<file path="config.mk">
export PLATFORM = sky130hd
export DESIGN_NAME = cla_nibble_serial_adder
export DESIGN_NICKNAME = d
export VERILOG_FILES = /design/src/rtl/cla_nibble_serial_adder_pkg.sv /design/src/rtl/cla_nibble_serial_adder_cla4_slice.sv /design/src/rtl/cla_nibble_serial_adder.sv
export SDC_FILE = /design/constraint.sdc
export NUM_CORES = 1
export LEC_CHECK = 0
export ABC_AREA = 1
export BUFFER_PORTS_ARGS = -buffer_cell sky130_fd_sc_hd__buf_2
export CAP_MARGIN = 20
export CORE_ASPECT_RATIO = 0.9
export CORE_UTILIZATION = 54
export CTS_CLUSTER_DIAMETER = 50
export CTS_CLUSTER_SIZE = 10
export DETAILED_ROUTE_END_ITERATION = 12
export MAX_ROUTING_LAYER = met4
export PLACE_DENSITY_LB_ADDON = 0.3
export SYNTH_ARGS = -nofsm -noshare
export SYNTH_HDL_FRONTEND = slang
export SYNTH_SLANG_ARGS = --single-unit
export TNS_END_PERCENT = 20
</file>
<file path="constraint.sdc">
create_clock -name clk -period 2.74 [get_ports clk]
set_input_delay 0.274 -clock clk [delete_from_list [all_inputs] [get_ports clk]]
set_output_delay 0.274 -clock clk [all_outputs]
set_load 0.01 [all_outputs]
</file>
<file path="src/rtl/cla_nibble_serial_adder_pkg.sv">
// Shared types for the nibble-serial carry-lookahead adder.
package cla_nibble_serial_adder_pkg;

    // Controller states: IDLE waits for start, RUN walks the nibbles, DONE pulses done.
    typedef enum logic [1:0] {
        ST_IDLE = 2'd0,
        ST_RUN  = 2'd1,
        ST_DONE = 2'd2
    } state_t;

    // Nibble width of the shared lookahead slice.
    localparam int unsigned SLICE_W = 4;

endpackage

</file>
<file path="src/rtl/cla_nibble_serial_adder_cla4_slice.sv">
// Purely combinational 4-bit carry-lookahead adder slice.
module cla4_slice (
    input  logic [3:0] a,
    input  logic [3:0] b,
    input  logic       ci,
    output logic [3:0] s,
    output logic       co
);

    logic [3:0] g;
    logic [3:0] p;
    logic       c1;
    logic       c2;
    logic       c3;

    // Generate/propagate lookahead carries, then sum bits from propagate and carries.
    always_comb begin
        g  = a & b;
        p  = a ^ b;
        c1 = g[0] | (p[0] & ci);
        c2 = g[1] | (p[1] & g[0]) | (p[1] & p[0] & ci);
        c3 = g[2] | (p[2] & g[1]) | (p[2] & p[1] & g[0]) | (p[2] & p[1] & p[0] & ci);
        co = g[3] | (p[3] & g[2]) | (p[3] & p[2] & g[1]) | (p[3] & p[2] & p[1] & g[0])
           | (p[3] & p[2] & p[1] & p[0] & ci);
        s  = p ^ {c3, c2, c1, ci};
    end

endmodule

</file>
<file path="src/rtl/cla_nibble_serial_adder.sv">
// Multi-cycle WIDTH-bit adder/subtractor: one 4-bit lookahead slice reused per nibble, LSB first.
module cla_nibble_serial_adder
    import cla_nibble_serial_adder_pkg::*;
#(
    parameter int WIDTH = 16
) (
    input  logic             clk,
    input  logic             rst,
    input  logic             start,
    input  logic             sub,
    input  logic [WIDTH-1:0] A,
    input  logic [WIDTH-1:0] B,
    input  logic             Cin,
    output logic             busy,
    output logic             done,
    output logic [WIDTH-1:0] S,
    output logic             Cout,
    output logic             V
);

    localparam int NIB = WIDTH / 4;
    localparam int KW  = (NIB > 1) ? $clog2(NIB) : 1;

    if ((WIDTH % 4) != 0 || WIDTH < 4) begin : g_width_check
        $error("cla_nibble_serial_adder: WIDTH must be a multiple of 4 and at least 4");
    end

    state_t           state;
    logic [KW-1:0]    k;
    logic             carry;
    logic [WIDTH-1:0] areg;
    logic [WIDTH-1:0] breg;

    logic [SLICE_W-1:0] a_nib;
    logic [SLICE_W-1:0] b_nib;
    logic [SLICE_W-1:0] slice_s;
    logic               slice_co;

    // Select the operand nibbles addressed by k for the shared slice.
    always_comb begin
        a_nib = '0;
        b_nib = '0;
        for (int unsigned i = 0; i < NIB; i++) begin
            if (k == KW'(i)) begin
                a_nib = areg[4*i +: 4];
                b_nib = breg[4*i +: 4];
            end
        end
    end

    cla4_slice u_slice (
        .a  (a_nib),
        .b  (b_nib),
        .ci (carry),
        .s  (slice_s),
        .co (slice_co)
    );

    // Controller: captures operands, steps one nibble per edge, registers all outputs.
    always_ff @(posedge clk) begin
        if (rst) begin
            state <= ST_IDLE;
            k     <= '0;
            carry <= 1'b0;
            areg  <= '0;
            breg  <= '0;
            S     <= '0;
            Cout  <= 1'b0;
            V     <= 1'b0;
            busy  <= 1'b0;
            done  <= 1'b0;
        end else begin
            case (state)
                ST_IDLE: begin
                    done <= 1'b0;
                    if (start) begin
                        // Subtraction is A + ~B + 1; Cin folds into the initial carry.
                        areg  <= A;
                        breg  <= sub ? ~B : B;
                        carry <= Cin ^ sub;
                        k     <= '0;
                        S     <= '0;
                        busy  <= 1'b1;
                        state <= ST_RUN;
                    end
                end
                ST_RUN: begin
                    for (int unsigned i = 0; i < NIB; i++) begin
                        if (k == KW'(i)) begin
                            S[4*i +: 4] <= slice_s;
                        end
                    end
                    carry <= slice_co;
                    if (k == KW'(NIB - 1)) begin
                        Cout  <= slice_co;
                        // areg^breg^sum at the MSB recovers the carry into the MSB.
                        V     <= slice_co ^ (areg[WIDTH-1] ^ breg[WIDTH-1] ^ slice_s[3]);
                        k     <= '0;
                        done  <= 1'b1;
                        state <= ST_DONE;
                    end else begin
                        k <= k + 1'b1;
                    end
                end
                ST_DONE: begin
                    done  <= 1'b0;
                    busy  <= 1'b0;
                    state <= ST_IDLE;
                end
                default: begin
                    done  <= 1'b0;
                    busy  <= 1'b0;
                    state <= ST_IDLE;
                end
            endcase
        end
    end

endmodule

</file>
==> reports/results.tsv <==
stage	metric	value	unit
status	status	completed	
synth	synth_cell_types	32	
synth	synthesis.nets	401	
synth	synth_edf_count	0	
setup_path	cp_slowest_stage_delay	340	ps
clock_tree	cts.reportedPaths.clkPinSlew	60	ps
layout	drive_gt1_frac	0.2366	
pwr	power.total	2017	µW
floorplanning	num_rows	24	
pwr	power_leakage	0.001435	µW
hold_path	worstHoldStart	A[3]	
placement	dpl.hpwl	4343	µm
floorplanning	core_area	4835	µm²
drt	drt_iter0_markers	171	
layout	diodes	0	
setup_path	crit_path_end_kind	register	
setup_path	cp-start-kind	register	
setup_path	rr_endpoint	V	
clock_tree	ctsHoldBuffers	0	
sta	hold_viol	0	
setup_path	cp_max_fo	12	
sta	worst_pin_slew	444.5	ps
synth	ys.flop_type	dfxtp_1	
layout	final_nets	453	
sta	post-route-period-util	0.9187	
setup_path	r2r_slack	220	ps
global_route	grt_remaining_overflow	0	
global_route	first_global_vias	2273	
placement	portBuffers	56	
sta	maxSlewViolCount	0	
drt	vias	2462	
floorplanning	ios	57	
synth	synth_area_per_cell	7.648	µm²
drt	post-route-drc-count	0	
sta	timing.fmax	397.3	MHz
layout	syn_to_final_growth	16.96	%
sta	finalSetupTns	0	ps
synth	yosysWarnings	0	
floorplanning	fp.dieW	76.75	µm
synth	synth_top_cells_by_count	dfxtp_1, nor2_1, a21oi_1, o21ai_1, nand2_1	
global_route	antenna_found_initial	0	
synth	syn-instance-count	355	
setup_path	r2r_cells	15	
flow_run	cap_violations	0	
placement	dp_cells	461	
clock_tree	cts_max_level	3	
pwr	vdd_drop_max	0.4053	mV
synth	yosysMostFrequentCell	dfxtp_1	
synth	yosysTopAreaCell	dfxtp_1	
sta	relSlewSlack	0.7036	
clock_tree	postCtsSetupBuffers	0	
setup_path	criticalPathCategory	register to register	
drt	postRouteAntennaNets	0	
placement	place_ws	160.4	ps
synth	ys_top_cells_by_area	dfxtp_1, a21oi_1, o21ai_1	
synth	synth_top_area_frac	0.4203	
sta	finalSetupViolCount	0	
pwr	powerDensity	635.2	nW/µm²
synth	synth-seq-cells	57	
clock_tree	clock_latency	340	ps
hold_path	holdCritPathClass	input pin to register	
clock_tree	cts.sinks	57	
synth	async_reset_ff_frac	0	
global_route	grt_pass1_wl	10340	µm
clock_tree	cts_buffers	9	
sta	rsz0062_at_grt	no	
floorplanning	die_height	69.27	µm
clock_tree	cts_tree	done	
synth	seq_area_frac_synth	0.4203	
drt	wl	5949	µm
clock_tree	cts_root_buf	clkbuf_8	
setup_path	slowest_stage	ha_1	
global_route	gr-usage-all-layers	0.2573	
sta	fin_ws	222.7	ps
drt	wire_per_inst	12.52	µm
placement	finalWeightedCongestion	0.9278	
layout	layout.cells.non_filler	475	
sta	skew	4.419	ps
hold_path	hold_end	areg[3]	
setup_path	crit_chain	inv_1 > ha_2 > inv_1 > o21ai_0 > a21oi_1 > ha_1 > or2_0 > nand2_2 > nand2_2 > nand2_4 > nand2_2 > nand3_1 > nand3_1 > nand2_1 > inv_1	
drt	vias_per_cell	5.183	
sta	min_period	2517	ps
setup_path	required	2980	ps
setup_path	regToRegStartpoint	k[0]	
synth	syn_area	2715	µm²
floorplanning	start_util	0.5616	
hold_path	hold_depth	3	
setup_path	cp.arrival	2760	ps
global_route	grt_max_degree	33	
clock_tree	clk_path_buf_depth	2	
drt	dr.pass1.iters	4	
floorplanning	die-area	5316	µm²
layout	fill_cells	427	
clock_tree	cts_resized	0	
## power by group
| part | switching, µW | internal (µW) | total [µW] |
|---|---|---|---|
| registers | 34.0 | 895 | 929 |
| clock network | 297 | 368 | 665 |
| logic | 264 | 159 | 423 |
| total | 595 | 1420 | 2020 |
## worst max-delay path, delay by kind of cell, from the launching register on
kind	cells	cell delay [ps]
compound gates	2	290
fa+ha+maj	2	670
buf+inv	3	310
flops	1	330
simple gates	8	820
## how the worst max path moves through the flow
stage           end  depth (start not counted)  slack (ps)  from
2_1_floorplan     V                         18         410  k[1]
3_3_place_gp   S[4]                         10         250  k[0]
3_5_place_dp      V                         15         160  k[0]
4_1_cts           V                         15         150  k[0]
5_1_grt        S[4]                         10           5  k[0]
6_report          V                         15         220  k[0]
## kinds of logic after synthesis
logic type | after synthesis | synth area share
xor+xnor | 18 | 0.05807
flops | 57 | 0.4203
fa+ha+maj | 9 | 0.04424
buf+inv | 51 | 0.08065
compound gates | 110 | 0.2166
simple gates | 110 | 0.1802
## final cells by class
type	count	area, µm²	share of cell area
flip-flops and latches	57	1141	0.3593
multi-input cells	247	1365	0.4299
inverters	34	130.1	0.04098
clock buffers	14	162.7	0.05122
repair buffers	58	295.3	0.09299
well taps	65	81.33	0.02561
## layer usage
metal  up-vias  GRT usage  part of all wire
met3        10    0.09079             0.060
met2        60     0.3681              0.43
li1       1277          -                 -
met1      1115     0.3350              0.50
met5         -          -                 0
met4         0    0.08974             0.014
## layout by cell type, fill, tap and decap left out
master	instances
dfxtp_1	57
buf_2	56
nor2_1	52
a21oi_1	44
o21ai_1	42
nand2_1	34
inv_1	24
xor2_1	15
clkbuf_8	11
inv_2	9
o21ai_0	9
nand3_1	7
nand2_2	5
ha_1	5
nand4_1	4
o22ai_1	3
o211ai_1	3
xnor2_1	3
nand3_2	3
ha_2	3
clkbuf_1	3
a211oi_1	2
nand2_4	2
o21ai_2	2
buf_4	2
inv_4	1
nand3b_1	1
nor2_4	1
o21a_2	1
a21oi_2	1
or2_0	1
o21a_1	1
a22oi_1	1
a31oi_1	1
fa_1	1
## sequential cells by signal, summed over array words and instances (netlist names)
signal and flops:
S 16, areg 16, breg 16, k 2
state 2, Cout 1, V 1, busy 1
carry 1, done 1
## through the flow
stage	cell area, µm²	hold slack, ps	utilization
finish	3176	171.6	0.6568
global placement	3000	446.0	0.6206
detailed placement	3000	449.7	0.6206
global route	3176	177.4	0.6568
floorplan	2715	343.1	-
CTS	3163	159.8	0.6542
No activity file was read; power rests on OpenSTA's default activity.
